===== src/rtl/bcd_ctrl_pkg.sv =====
// Shared types and helpers for the BCD conversion arbiter.
// Holds the FSM state enum, BCD constants and the add-3 digit fix.
package bcd_ctrl_pkg;

   typedef enum logic [1:0] {
      IDLE,
      RUN,
      DONE
   } state_t;

   localparam int BCD_DIGITS = 4;
   localparam int BCD_MAX    = 9999;

   // Double-dabble pre-shift correction for one digit
   function automatic logic [3:0] add3_fix(input logic [3:0] nib);
      return (nib >= 4'd5) ? nib + 4'd3 : nib;
   endfunction

endpackage


===== src/rtl/bcd_conv_arbiter_if.sv =====
// Requester-side bundle of the BCD conversion arbiter.
// req/req_bin in; gnt/done/bcd_out/ovf/busy back to the requesters.
interface bcd_conv_arbiter_if #(
   parameter int NREQ  = 4,
   parameter int BIN_W = 14
);

   logic [NREQ-1:0]       req;
   logic [NREQ*BIN_W-1:0] req_bin;
   logic [NREQ-1:0]       gnt;
   logic [NREQ-1:0]       done;
   logic [15:0]           bcd_out;
   logic                  ovf;
   logic                  busy;

   modport master (
      output req, req_bin,
      input  gnt, done, bcd_out, ovf, busy
   );

   modport slave (
      input  req, req_bin,
      output gnt, done, bcd_out, ovf, busy
   );

endinterface


===== src/rtl/bin2bcd_seq.sv =====
// Sequential shift-and-add-3 binary to 4-digit BCD converter.
// Ports: start_i/bin_i load an operand; busy_o, done_o, bcd_o report.
module bin2bcd_seq
   import bcd_ctrl_pkg::*;
#(
   parameter int BIN_W = 14
) (
   input  logic             clk,
   input  logic             rst,
   input  logic             start_i,
   input  logic [BIN_W-1:0] bin_i,
   output logic             busy_o,
   output logic             done_o,
   output logic [15:0]      bcd_o
);

   localparam int DW = 4 * BCD_DIGITS;
   localparam int SW = DW + BIN_W;
   localparam int CW = $clog2(BIN_W + 1);

   logic [SW-1:0] sc_q, sc_d, fix;
   logic [CW-1:0] cnt_q, cnt_d;
   logic          run_q, run_d;
   logic          last;

   assign last = (cnt_q == CW'(BIN_W - 1));

   always_comb begin
      fix = sc_q;
      for (int d = 0; d < BCD_DIGITS; d++) begin
         fix[BIN_W+4*d +: 4] = add3_fix(sc_q[BIN_W+4*d +: 4]);
      end
   end

   // Top bit falls off the thousands digit: result is bin mod 10000
   always_comb begin
      sc_d  = sc_q;
      cnt_d = cnt_q;
      run_d = run_q;
      if (start_i) begin
         sc_d  = {{DW{1'b0}}, bin_i};
         cnt_d = '0;
         run_d = 1'b1;
      end else if (run_q) begin
         sc_d  = {fix[SW-2:0], 1'b0};
         cnt_d = cnt_q + 1'b1;
         if (last) run_d = 1'b0;
      end
   end

   always_ff @(posedge clk) begin
      if (rst) begin
         sc_q  <= '0;
         cnt_q <= '0;
         run_q <= 1'b0;
      end else begin
         sc_q  <= sc_d;
         cnt_q <= cnt_d;
         run_q <= run_d;
      end
   end

   assign busy_o = run_q;
   assign done_o = run_q & last;
   assign bcd_o  = sc_q[SW-1 -: DW];

endmodule


===== src/rtl/bcd_conv_arbiter.sv =====
// Round-robin arbiter sharing one bin2bcd_seq among NREQ requesters.
// Ports: clk, rst (sync, active-high), bus (slave). Option: BCD_SAT_EN.
module bcd_conv_arbiter
   import bcd_ctrl_pkg::*;
#(
   parameter int NREQ  = 4,
   parameter int BIN_W = 14
) (
   input  logic               clk,
   input  logic               rst,
   bcd_conv_arbiter_if.slave  bus
);

   localparam int PW = $clog2(NREQ);

   state_t           state_q, state_d;
   logic [PW-1:0]    rr_q, rr_d;
   logic [PW-1:0]    win_q, win_d;
   logic [BIN_W-1:0] opnd_q, opnd_d;
   logic [NREQ-1:0]  gnt_q, gnt_d;
   logic [NREQ-1:0]  done_q, done_d;
   logic [15:0]      bcd_q, bcd_d;
   logic             ovf_q, ovf_d;

   logic             found;
   logic [PW-1:0]    sel;
   int               scan;
   logic [BIN_W-1:0] sel_bin;
   logic             start;
   logic             cv_busy, cv_done;
   logic [15:0]      cv_bcd;
   logic             ovf_c;

   // First set req at or above rr_q, wrapping
   always_comb begin
      found = 1'b0;
      sel   = '0;
      scan  = 0;
      for (int i = 0; i < NREQ; i++) begin
         scan = int'(rr_q) + i;
         if (scan >= NREQ) scan = scan - NREQ;
         if (!found && bus.req[scan]) begin
            found = 1'b1;
            sel   = PW'(scan);
         end
      end
   end

   assign sel_bin = bus.req_bin[int'(sel)*BIN_W +: BIN_W];
   assign ovf_c   = (32'(opnd_q) > 32'(BCD_MAX));

   always_comb begin
      state_d = state_q;
      rr_d    = rr_q;
      win_d   = win_q;
      opnd_d  = opnd_q;
      gnt_d   = gnt_q;
      done_d  = '0;
      bcd_d   = bcd_q;
      ovf_d   = ovf_q;
      start   = 1'b0;
      unique case (state_q)
         IDLE: begin
            if (found) begin
               win_d   = sel;
               opnd_d  = sel_bin;
               gnt_d   = NREQ'(1) << sel;
               start   = 1'b1;
               state_d = RUN;
            end
         end
         RUN: begin
            if (cv_done || !cv_busy) state_d = DONE;
         end
         DONE: begin
`ifdef BCD_SAT_EN
            bcd_d = ovf_c ? 16'h9999 : cv_bcd;
`else
            bcd_d = cv_bcd;
`endif
            ovf_d   = ovf_c;
            done_d  = NREQ'(1) << win_q;
            gnt_d   = '0;
            rr_d    = (win_q == PW'(NREQ - 1)) ? '0 : win_q + 1'b1;
            state_d = IDLE;
         end
         default: state_d = IDLE;
      endcase
   end

   always_ff @(posedge clk) begin
      if (rst) begin
         state_q <= IDLE;
         rr_q    <= '0;
         win_q   <= '0;
         opnd_q  <= '0;
         gnt_q   <= '0;
         done_q  <= '0;
         bcd_q   <= '0;
         ovf_q   <= 1'b0;
      end else begin
         state_q <= state_d;
         rr_q    <= rr_d;
         win_q   <= win_d;
         opnd_q  <= opnd_d;
         gnt_q   <= gnt_d;
         done_q  <= done_d;
         bcd_q   <= bcd_d;
         ovf_q   <= ovf_d;
      end
   end

   bin2bcd_seq #(.BIN_W(BIN_W)) u_conv (
      .clk     (clk),
      .rst     (rst),
      .start_i (start),
      .bin_i   (sel_bin),
      .busy_o  (cv_busy),
      .done_o  (cv_done),
      .bcd_o   (cv_bcd)
   );

   assign bus.gnt     = gnt_q;
   assign bus.done    = done_q;
   assign bus.bcd_out = bcd_q;
   assign bus.ovf     = ovf_q;
   assign bus.busy    = (state_q != IDLE);

endmodule


===== src/flat_wrapper.sv =====
// flat-port wrapper written by rule: the top's interface ports become plain ports
module bcd_conv_arbiter_flat import bcd_ctrl_pkg::*;
#(
   parameter int NREQ  = 4,
   parameter int BIN_W = 14
)
  (clk, rst, bus_req, bus_req_bin, bus_gnt, bus_done, bus_bcd_out, bus_ovf, bus_busy);
  bcd_conv_arbiter_if #(.NREQ(NREQ), .BIN_W(BIN_W)) bus_i ();
  input  logic clk;
  input  logic rst;
  input wire logic [$bits(bus_i.req)-1:0] bus_req;
  input wire logic [$bits(bus_i.req_bin)-1:0] bus_req_bin;
  output wire logic [$bits(bus_i.gnt)-1:0] bus_gnt;
  output wire logic [$bits(bus_i.done)-1:0] bus_done;
  output wire logic [$bits(bus_i.bcd_out)-1:0] bus_bcd_out;
  output wire logic [$bits(bus_i.ovf)-1:0] bus_ovf;
  output wire logic [$bits(bus_i.busy)-1:0] bus_busy;
  assign bus_i.req = bus_req;
  assign bus_i.req_bin = bus_req_bin;
  assign bus_gnt = bus_i.gnt;
  assign bus_done = bus_i.done;
  assign bus_bcd_out = bus_i.bcd_out;
  assign bus_ovf = bus_i.ovf;
  assign bus_busy = bus_i.busy;
  bcd_conv_arbiter #(.NREQ(NREQ), .BIN_W(BIN_W)) u_core (.clk(clk), .rst(rst), .bus(bus_i));
endmodule

===== config.mk =====
export PLATFORM = sky130hd
export DESIGN_NAME = bcd_conv_arbiter_flat
export DESIGN_NICKNAME = d
export VERILOG_FILES = /design/src/rtl/bcd_ctrl_pkg.sv /design/src/rtl/bcd_conv_arbiter_if.sv /design/src/rtl/bin2bcd_seq.sv /design/src/rtl/bcd_conv_arbiter.sv /design/src/flat_wrapper.sv
export SDC_FILE = /design/constraint.sdc
export NUM_CORES = 1
export LEC_CHECK = 0
export BUFFER_PORTS_ARGS = -buffer_cell sky130_fd_sc_hd__buf_4
export CORE_ASPECT_RATIO = 0.5
export CORE_UTILIZATION = 54
export CTS_CLUSTER_SIZE = 25
export DETAILED_ROUTE_END_ITERATION = 10
export PLACE_DENSITY = 0.91
export SYNTH_ARGS = -nofsm -noshare
export SYNTH_HDL_FRONTEND = slang
export SYNTH_SLANG_ARGS = --single-unit

===== constraint.sdc =====
create_clock -name clk -period 1.95 [get_ports clk]
set_input_delay 0.4875 -clock clk [delete_from_list [all_inputs] [get_ports clk]]
set_output_delay 0.4875 -clock clk [all_outputs]
set_load 0.01 [all_outputs]

# After elaboration in Yosys (flattened, before gate mapping)
# Index checks and enable logic that the tools add are counted.
word_totals:
  input_bits: 62
  register_bits: 80
classes:
  bitwise: 2
  mul: 1
  add_sub_neg: 13
  muxes: 41
  n_shift: 3
  magnitude_cmp: 13
  n_reduce_logical: 17
  n_eq_ne: 6
ops:
  columns: ["operator", "count"]
  rows:
  - ["32-bit by 4-bit less-than comparator with 1-bit output, second input constant", 4]
  - ["32-bit 2-to-1 mux", 4]
  - ["32-bit by 4-bit >= comparator with 1-bit output, second input constant", 3]
  - ["32-bit by 4-bit subtractor with 32-bit output, second input constant", 3]
  - ["56-bit by 32-bit variable part select with 14-bit output", 1]
  - ["14-bit 2-to-1 mux", 2]
  - ["1-bit 2-to-1 mux", 17]
  - ["4-bit by 3-bit >= comparator with 1-bit output, second input constant", 4]
  - ["4-bit 2-to-1 mux", 4]
  - ["14-bit greater-than comparator, second input constant", 1]
  - ["2-bit 2-to-1 mux", 7]
  - ["4-bit by 2-bit adder with 4-bit output, second input constant", 3]
  - ["1-bit binary-select mux with 2-bit select", 4]
  - ["4-bit case mux with 2 select lines", 1]
  - ["1-bit by 2-bit left shift with 4-bit output, first input constant", 2]
  - ["2-bit by 2-bit adder with 3-bit output, second input constant", 2]
  - ["2-bit AND reduction", 3]
  - ["2-bit nonzero test", 3]
  - ["2-bit by 3-bit multiplier with 5-bit output, second input constant", 1]
  - ["4-bit by 1-bit adder with 4-bit output, second input constant", 1]
  - ["2-bit == test, second input constant", 2]
  - ["4-bit == test, second input constant", 1]
  - ["1-bit logical NOT", 4]
  - ["2-bit by 1-bit != test with 1-bit output, second input constant", 2]
  - ["other kinds (14)", 17]

# Longest topological paths before layout
# Gate-level depths: netlist of the first run.
depth:
  depth_word: 18
  mapped_depth: 7
  mapped_depth_nobuf: 7

# Hierarchy
# Synthesis of the first run repeated with hierarchy kept, for this count alone.
unflattened:
  hier_cells: 452
  hier_area_um2: 4108.9
by_module_without_submodules:
  columns: ["mod", "cells_each", "instances", "area_each_um2"]
  rows:
  - ["bcd_conv_arbiter", 233, 1, 2157.1]
  - ["bin2bcd_seq", 219, 1, 1951.9]

# Worst setup path before layout of the first run
# Ideal clock, no wire load.
synth_path:
  kind: "input -> register"
  start: "in bus_req[2]"
  end: "reg u_core.u_conv.sc_q[11]"
  setup_ns: 0.073
  path_stages: 6
  t_arrival_ns: 1.628
  n_path_buf: 1
  required_ns: 1.877
  setup_slack_ns: 0.248
  cell_sequence: "nor2b_1 -> a221o_1 -> a211o_2 -> buf_6 -> a21o_1 -> o211ai_2"
synth_via:
  elab_chain_len: 16
  word_cells_on_any_way: 32
synth_rtl:
  columns: ["item", "line", "rtl"]
  rows:
  - ["start, declared", "flat_wrapper.sv:11", "input wire logic [$bits(bus_i.req)-1:0] bus_req;"]
  - ["1-bit binary-select mux with 2-bit select", "bcd_conv_arbiter.sv:42", "if (!found && bus.req[scan]) begin"]
  - ["1-bit 2-to-1 mux (not written as such) (2 in series)", "bcd_conv_arbiter.sv:42", null]
  - ["1-bit 2-to-1 mux", "bcd_conv_arbiter.sv:42", null]
  - ["1-bit logical NOT", "bcd_conv_arbiter.sv:42", null]
  - ["1-bit logical AND", "bcd_conv_arbiter.sv:42", null]
  - ["1-bit 2-to-1 mux", "bcd_conv_arbiter.sv:42", null]
  - ["1-bit logical NOT", "bcd_conv_arbiter.sv:42", null]
  - ["1-bit logical AND", "bcd_conv_arbiter.sv:42", null]
  - ["1-bit 2-to-1 mux", "bcd_conv_arbiter.sv:42", null]
  - ["1-bit logical NOT", "bcd_conv_arbiter.sv:42", null]
  - ["1-bit logical AND", "bcd_conv_arbiter.sv:42", null]
  - ["2-bit 2-to-1 mux or 1-bit 2-to-1 mux (tied branches)", "bcd_conv_arbiter.sv:42", null]
  - ["2-bit by 3-bit multiplier with 5-bit output or 1-bit 2-to-1 mux (tied branches)", "bcd_conv_arbiter.sv:49, bcd_conv_arbiter.sv:64", null]
  - ["56-bit by 32-bit variable part select with 14-bit output or 1-bit 2-to-1 mux (tied branches)", "bcd_conv_arbiter.sv:49, bcd_conv_arbiter.sv:62", null]
  - ["14-bit 2-to-1 mux or 2-bit nonzero test (tied branches)", null, null]
  - ["end signal, assigned", "bin2bcd_seq.sv:53", "sc_q <= '0;"]
  - ["end signal, assigned", "bin2bcd_seq.sv:57", "sc_q <= sc_d;"]
  - ["end, declared", "bin2bcd_seq.sv:21", "logic [SW-1:0] sc_q, sc_d, fix;"]
# Parallel ways exist; a longest one is shown, timed or not. The select of a mux whose other input is x is not followed.
# A chain may end at the register's enable or synchronous reset.

# Worst setup path in the final report of the first run
layout_path:
  start: "reg u_core.rr_q[1]"
  end: "reg u_core.u_conv.sc_q[13]"
layout_via:
  elab_chain_len: 18
  word_cells_on_any_way: 47
layout_rtl:
  columns: ["item", "line", "rtl"]
  rows:
  - ["start, declared", "bcd_conv_arbiter.sv:17", "logic [PW-1:0] rr_q, rr_d;"]
  - ["start signal, assigned", "bcd_conv_arbiter.sv:103", "rr_q <= rr_d;"]
  - ["parallel branches: the longest is 18 deep, another holds 32-bit by 4-bit subtractor with 32-bit output", null, null]
# Several ways; the timed one is not identified. The select of a mux whose other input is x is not followed.

==> results.yml, run 1 <==
run_status:
  status: "complete, no violations"
drt:
  detail-route-antenna-nets: 0
  firstDrtPassIters: 5
  post_drt_wl_per_cell_um: 15.4
  route.detailed.drc: 0
  first_iter_violations: 333
  wl_mm: 9.76
  vias_per_cell: 5.76
  vias: 3653
hold_path:
  hold_depth: 2
  hp-class: "primary input to flip-flop"
timing:
  fin_crit_ns: 1.76
  slew_headroom_pct: 65.6
  fmax_ghz: 0.569
  worst_slack_ns: 0.192
  fin_crit_sh_pct: 90.2
  setup_viol_count_final: 0
  clock_skew_ns: 0.00771
  drv_slew: 0
  hold_viol: 0
  tightest_slew_ns: 0.511
  rsz0062_at_grt: "no"
cells_and_area:
  syn_to_final_growth_pct: 28.7
  final_layout_size_suffix_gt1_share_pct: 25.3
  antenna_cells: 0
  fin_nets: 610
  stdcell_area_sq_mm: 0.00486
pwr:
  leakagePower_nw: 2.02
  power.density_mw_per_mm2: 810
  ir_worst_vdd_mv: 0.494
logic_synthesis:
  syn-mean-instance-area_sq_um: 8.31
  syn-num-nets: 527
  ys_seq_elements: 76
  synth_edf_count: 0
  syn_area_sq_mm: 0.00377
  synthArstFlopShare_pct: 0
  seq_area_frac_synth_pct: 40.3
  synth_ff_type: "dfxtp_1"
  yosysUniqueCellTypes: 40
  ys.warnings.count: 0
  syn_inst: 454
floorplan:
  dieArea_sq_mm: 0.00735
  io_pins: 88
  die_x_um: 120
  die_h_um: 61.1
  fp-row-count: 21
  initial_utilization_pct: 56.1
  coreArea_sq_mm: 0.00673
clock_tree:
  insertion_delay_ns: 0.34
  cts_buffers: 9
  clock_path_buffers: 2
  htreeDepth: 3
  cts_setup_buffers: 0
  holdBufCountCts: 0
  cts_root_buf: "clkbuf_16"
  cts_tree: "built"
  path_clk_slew_ns: 0.06
  clock_sinks: 76
  cts_resized: 0
critical_path:
  slowest_delay_ns: 0.48
  path_max_fanout: 16
  crit_chain: "nand2_2 > a221o_1 > a211o_2 > buf_12 > a21o_1 > o211ai_1"
  worst-path-buf-inv: 1
  crit_required_ns: 2.21
  cpMaxStageDelayCell: "dfxtp_1"
  worst_setup_path_end_kind: "flip-flop"
  setup.worst_path.class: "flip-flop to flip-flop"
  cp-start-kind: "flip-flop"
  reg2reg_depth: 6
  path_delay_family: "compound AO/OA/AOI/OAI gates"
  arrival_ns: 2.02
  critical_path_depth: 6
placement:
  placedInstanceArea_sq_mm: 0.00457
  io_buffers: 87
  place_congestion: 0.864
  dp_hpwl_mm: 6.46
  dpl_worst_slack_ns: -0.0173
global_route:
  grt_usage_pct: 27.4
  grt_pass1_wl_mm: 15.5
  grt_start_max_net_pins: 39
  overflow: 0
  antenna_found_initial: 0
  grt_pass1_vias: 3270
job:
  maxCapViolations: 0
final cells by class:
class / count / area (sq um)
inverters: 13 / 48.8
multi-input cells: 332 / 2050
clock inverters: 7 / 60.1
repair buffers: 105 / 838
clock buffers: 9 / 225
fillers: 527 / 1870
flip-flops and latches: 76 / 1520
well taps: 92 / 115
worst reg2reg max path, cell delays in order, from the launching register on:
cell	delay, ns
dfxtp_1	0.48
nand2_2	0.11
a221o_1	0.34
a211o_2	0.33
buf_12	0.16
a21o_1	0.17
o211ai_1	0.09
cells in the mapped netlist (all sizes together), types with 13 or more instances:
cell | n | area [sq um]
a21o | 33 | 248
a21oi | 36 | 180
buf | 16 | 98.9
clkbuf | 17 | 63.8
dfxtp | 76 | 1520
inv | 13 | 48.8
mux2i | 21 | 210
nand2 | 65 | 246
nand3 | 52 | 260
nor2 | 17 | 63.8
o211ai | 16 | 175
o21ai | 38 | 190
metrics by stage:
stage	power, mW	utilization (%)	std cells	hold WS (ns)	TNS [ns]
2_1_floorplan	2.12	-	454	0.433	0
3_3_place_gp	2.35	68.0	618	0.444	0
3_5_place_dp	2.37	68.0	618	0.449	-0.0209
4_1_cts	3.94	72.2	634	0.363	0
5_1_grt	4.08	72.2	634	0.374	0
6_report	3.94	72.2	634	0.368	0
worst paths after layout:
kind / from / slack [ns] / endpoint
min reg2reg: u_core.bus.bcd_out[2]$_SDFFE_PP0P_ / 0.45 / u_core.bus.bcd_out[2]$_SDFFE_PP0P_
min: rst / 0.37 / u_core.bus.gnt[3]$_SDFFE_PP0P_
max reg2reg: u_core.rr_q[1]$_SDFFE_PP0P_ / 0.19 / u_core.u_conv.sc_q[13]$_SDFFE_PP0P_
max: u_core.rr_q[1]$_SDFFE_PP0P_ / 0.19 / u_core.u_conv.sc_q[13]$_SDFFE_PP0P_
report_power, final:
part           internal [mW]  total [mW]  switching (mW)
Clock                  0.879        1.58           0.700
Combinational          0.300       0.646           0.347
Sequential              1.65        1.71          0.0665
Total                   2.82        3.94            1.11
layout by cell type, fill, tap and decap left out, types with 3 or more instances in the layout:
cell type / instances
ha_1: 11
clkbuf_16: 9
inv_1: 13
xnor2_1: 8
nor4b_1: 3
o211ai_2: 11
nand2b_1: 9
nand2_1: 64
dfxtp_1: 75
buf_4: 101
nand3_1: 52
nor4_1: 3
a21oi_1: 36
a21o_1: 33
mux2i_1: 21
buf_12: 4
o21ai_0: 37
clkinv_4: 4
o211ai_1: 5
nor2_1: 17
flip-flops by register name (all words and copies together) (netlist names):
register / flops
u_core.u_conv.sc_q: 30
u_core.bus.bcd_out: 16
u_core.opnd_q: 10
u_core.bus.done: 4
u_core.bus.gnt: 4
u_core.u_conv.cnt_q: 4
u_core.rr_q: 2
u_core.state_q: 2
u_core.win_q: 2
u_core.bus.ovf: 1
u_core.u_conv.busy_o: 1
per-layer routing:
metal	global-route usage, %	vias to the layer above	wire length (um)
li1	-	1768	-
met2	48.5	153	4710
met4	12.5	0	240
met3	6.85	31	634
met1	32.7	1701	4180
met5	0	-	0
logic make-up (layout without fill, tap and decap cells):
family / after synthesis / count (layout) / share of synthesized area [%]
fa+ha+maj: 11 / 11 / 3.65
xor+xnor: 10 / 10 / 2.32
flops: 76 / 76 / 40.3
simple gates: 158 / 158 / 19.6
buf+inv: 46 / 134 / 5.60
mux: 21 / 21 / 5.57
compound gates: 132 / 132 / 23.0
Note: power is estimated with default switching activity, not from simulation.
==> run 2: changes to the inputs <==
--- a/config.mk
+++ b/config.mk
@@ -5,9 +5,11 @@
 export SDC_FILE = /design/constraint.sdc
 export NUM_CORES = 1
 export LEC_CHECK = 0
+export ABC_AREA = 1
 export BUFFER_PORTS_ARGS = -buffer_cell sky130_fd_sc_hd__buf_4
 export CORE_ASPECT_RATIO = 0.5
-export CORE_UTILIZATION = 54
+export CORE_MARGIN = 5
+export CORE_UTILIZATION = 55
 export CTS_CLUSTER_SIZE = 25
 export DETAILED_ROUTE_END_ITERATION = 10
 export PLACE_DENSITY = 0.91
==> run 2 against run 1 <==
The run now ends with setup timing left; synthesized cell count increased by 34%; largest cell class unchanged; synthesized area increased by 8.2%; critical path type unchanged; sequential share of layout area decreased by 3.5 points; critical endpoint is now u_core.bus.gnt[2]$_SDFFE_PP0P_.
==> results.yml, run 2 <==
pwr:
  p_clk_share_pct: 23.7
  ir_worst_vdd_mv: 0.515
  finalPower_mw: 7.10
  leakagePower_nw: 2.73
  switchingPower_mw: 2.82
  power.density_mw_per_mm2: 1290
  p_comb_share_pct: 45.5
  switching_share_pct: 39.7
  intPower_mw: 4.28
  seqPwrFrac_pct: 30.8
global_route:
  grt_pass1_vias: 3857
  grt_pass1_wl_mm: 18.4
  grt_start_max_net_pins: 30
  grt_usage_pct: 23.6
  overflow: 0
  antenna_found_initial: 0
critical_path:
  r2r-end: "u_core.bus.gnt[2]$_SDFFE_PP0P_"
  setup.worst_path.class: "flip-flop to flip-flop"
  endpoint: "u_core.bus.gnt[2]$_SDFFE_PP0P_"
  regToRegSetupSlack_ns: -0.04
  arrival_ns: 2.24
  timing.rr.start: "u_core.rr_q[0]$_SDFFE_PP0P_"
  path_max_fanout: 9
  reg2reg_depth: 13
  worst_setup_path_end_kind: "flip-flop"
  crit_required_ns: 2.20
  worst_setup_path_startpoint: "u_core.rr_q[0]$_SDFFE_PP0P_"
  cp-start-kind: "flip-flop"
cells_and_area:
  fin_cells: 802
  postLayoutCoreUtil_pct: 75.6
  antenna_cells: 0
  largest_reg_flops: 30
  final_cell_mix: "nand2_1, buf_4, dfxtp_1"
  fin_nets: 774
  layout_commonest_cell: "nand2_1"
  syn_to_final_growth_pct: 34.5
  final_layout_size_suffix_gt1_share_pct: 27.1
  top_register: "u_core.u_conv.sc_q"
clock_tree:
  clock_path_buffers: 2
  htreeDepth: 3
  cts_tree: "built"
  path_clk_slew_ns: 0.05
  cts_buffers: 9
  cts_root_buf: "clkbuf_16"
  insertion_delay_ns: 0.34
  holdBufCountCts: 0
  clock_sinks: 76
run_status:
  violations: "setup timing"
  status: "finished with violations"
hold_path:
  hold_depth: 2
  hp-class: "primary input to flip-flop"
drt:
  wl_mm: 12.8
  post_drt_wl_per_cell_um: 15.9
  detail-route-antenna-nets: 0
  vias: 4532
  vias_per_cell: 5.65
  first_iter_violations: 475
  firstDrtPassIters: 8
  route.detailed.drc: 0
logic_synthesis:
  ys_top_cells_by_area: "dfxtp_1, nand2_1, o21ai_0"
  ys_seq_elements: 76
  syn_area_sq_mm: 0.00409
  yosysTopAreaCell: "dfxtp_1"
  synth_ff_type: "dfxtp_1"
  ys.warnings.count: 0
  syn-num-nets: 680
  syn-mean-instance-area_sq_um: 6.73
  yosysUniqueCellTypes: 33
  syn_inst: 607
  netlist.area_leader.share_pct: 37.2
  synthArstFlopShare_pct: 0
  synthTopCellsByCount: "nand2_1, dfxtp_1, inv_1"
  synth_edf_count: 0
  seq_area_frac_synth_pct: 37.2
  synth.most_common_cell: "nand2_1"
floorplan:
  die_x_um: 132
  die_h_um: 70.9
  dieArea_sq_mm: 0.00936
  initial_utilization_pct: 56.2
  coreArea_sq_mm: 0.00727
  io_pins: 88
  fp-row-count: 22
timing:
  tightest_slew_ns: 0.614
  rsz0062_at_grt: "yes"
  setup_viol_count_final: 3
  drv_slew: 0
  fmax_ghz: 0.503
  whs_ns: 0.426
  clock_skew_ns: 0.00669
  worst_slack_ns: -0.0396
  fin_crit_sh_pct: 102
  slew_headroom_pct: 59.0
  hold_viol: 0
  fin_crit_ns: 1.99
placement:
  place_congestion: 0.886
  dp_hpwl_mm: 7.54
  io_buffers: 87
  dpl.cell_count: 775
  dpl_worst_slack_ns: -0.0562
job:
  maxCapViolations: 0
[run 2: power by group through the flow]
stage / clock, mW / combinational, mW / sequential (mW)
6_report: 1.68 / 3.23 / 2.19
3_3_place_gp: 0 / 2.60 / 2.17
4_1_cts: 1.70 / 2.71 / 2.16
3_5_place_dp: 0 / 2.66 / 2.17
5_1_grt: 1.77 / 3.52 / 2.22
2_1_floorplan: 0 / 1.84 / 2.15
[run 2: critical path, cell delays in order (launching register included)]
cell,delay (ns)
dfxtp_4,0.40
inv_4,0.08
nand2_1,0.11
nand2_4,0.08
nand2_2,0.08
nand2_2,0.07
nor2_4,0.16
nand3_4,0.16
nand3_4,0.21
nand2_4,0.09
inv_4,0.09
buf_12,0.13
nand3_1,0.10
o21ai_1,0.16
[run 2: area by class of cell]
type,instances,area [sq um]
multi-input cells,453,2300
fillers,505,1770
flip-flops and latches,76,1530
repair buffers,119,1080
clock buffers,12,256
inverters,42,165
well taps,96,120
clock inverters,4,47.5
[run 2: how the worst min path moves through the flow]
stage                                        startpoint                              to
after floorplan           u_core.opnd_q[8]$_SDFFE_PP0P_   u_core.opnd_q[8]$_SDFFE_PP0P_
after detailed placement  u_core.opnd_q[5]$_SDFFE_PP0P_   u_core.opnd_q[5]$_SDFFE_PP0P_
after CTS                                           rst     u_core.bus.ovf$_SDFFE_PP0P_
final                                               rst     u_core.bus.ovf$_SDFFE_PP0P_
after global placement    u_core.opnd_q[5]$_SDFFE_PP0P_   u_core.opnd_q[5]$_SDFFE_PP0P_
after global routing                                rst  u_core.state_q[1]$_SDFFE_PP0P_
[run 2: cell families after synthesis]
group,after synthesis,synth area share [%]
buf+inv,78,9.22
fa+ha+maj,11,3.37
flops,76,37.2
compound gates,83,11.1
simple gates,355,38.2
xor+xnor,4,0.858
[run 2: stage by stage]
stage / cell area (sq um) / TNS (ns)
2_1_floorplan: 4090 / 0
3_3_place_gp: 4890 / 0
3_5_place_dp: 4890 / -0.377
4_1_cts: 5190 / 0
5_1_grt: 5500 / -1.85
6_report: 5500 / -0.0592
[run 2: repair_timing]
| item | 4_1_cts | 5_1_grt |
|---|---|---|
| setup buffers | 0 | 6 |
| hold endpoints to repair | 0 | 0 |
| gates resized for setup | 0 | 45 |
| endpoints found under the setup margin | 0 | 34 |
[run 2: per-layer routing]
metal | up-vias | GRT usage [%] | wire, um
met5 | - | 0 | 0
met4 | 0 | 6.39 | 231
met3 | 33 | 7.67 | 1250
met2 | 295 | 37.4 | 5840
met1 | 2041 | 31.3 | 5470
li1 | 2163 | - | -
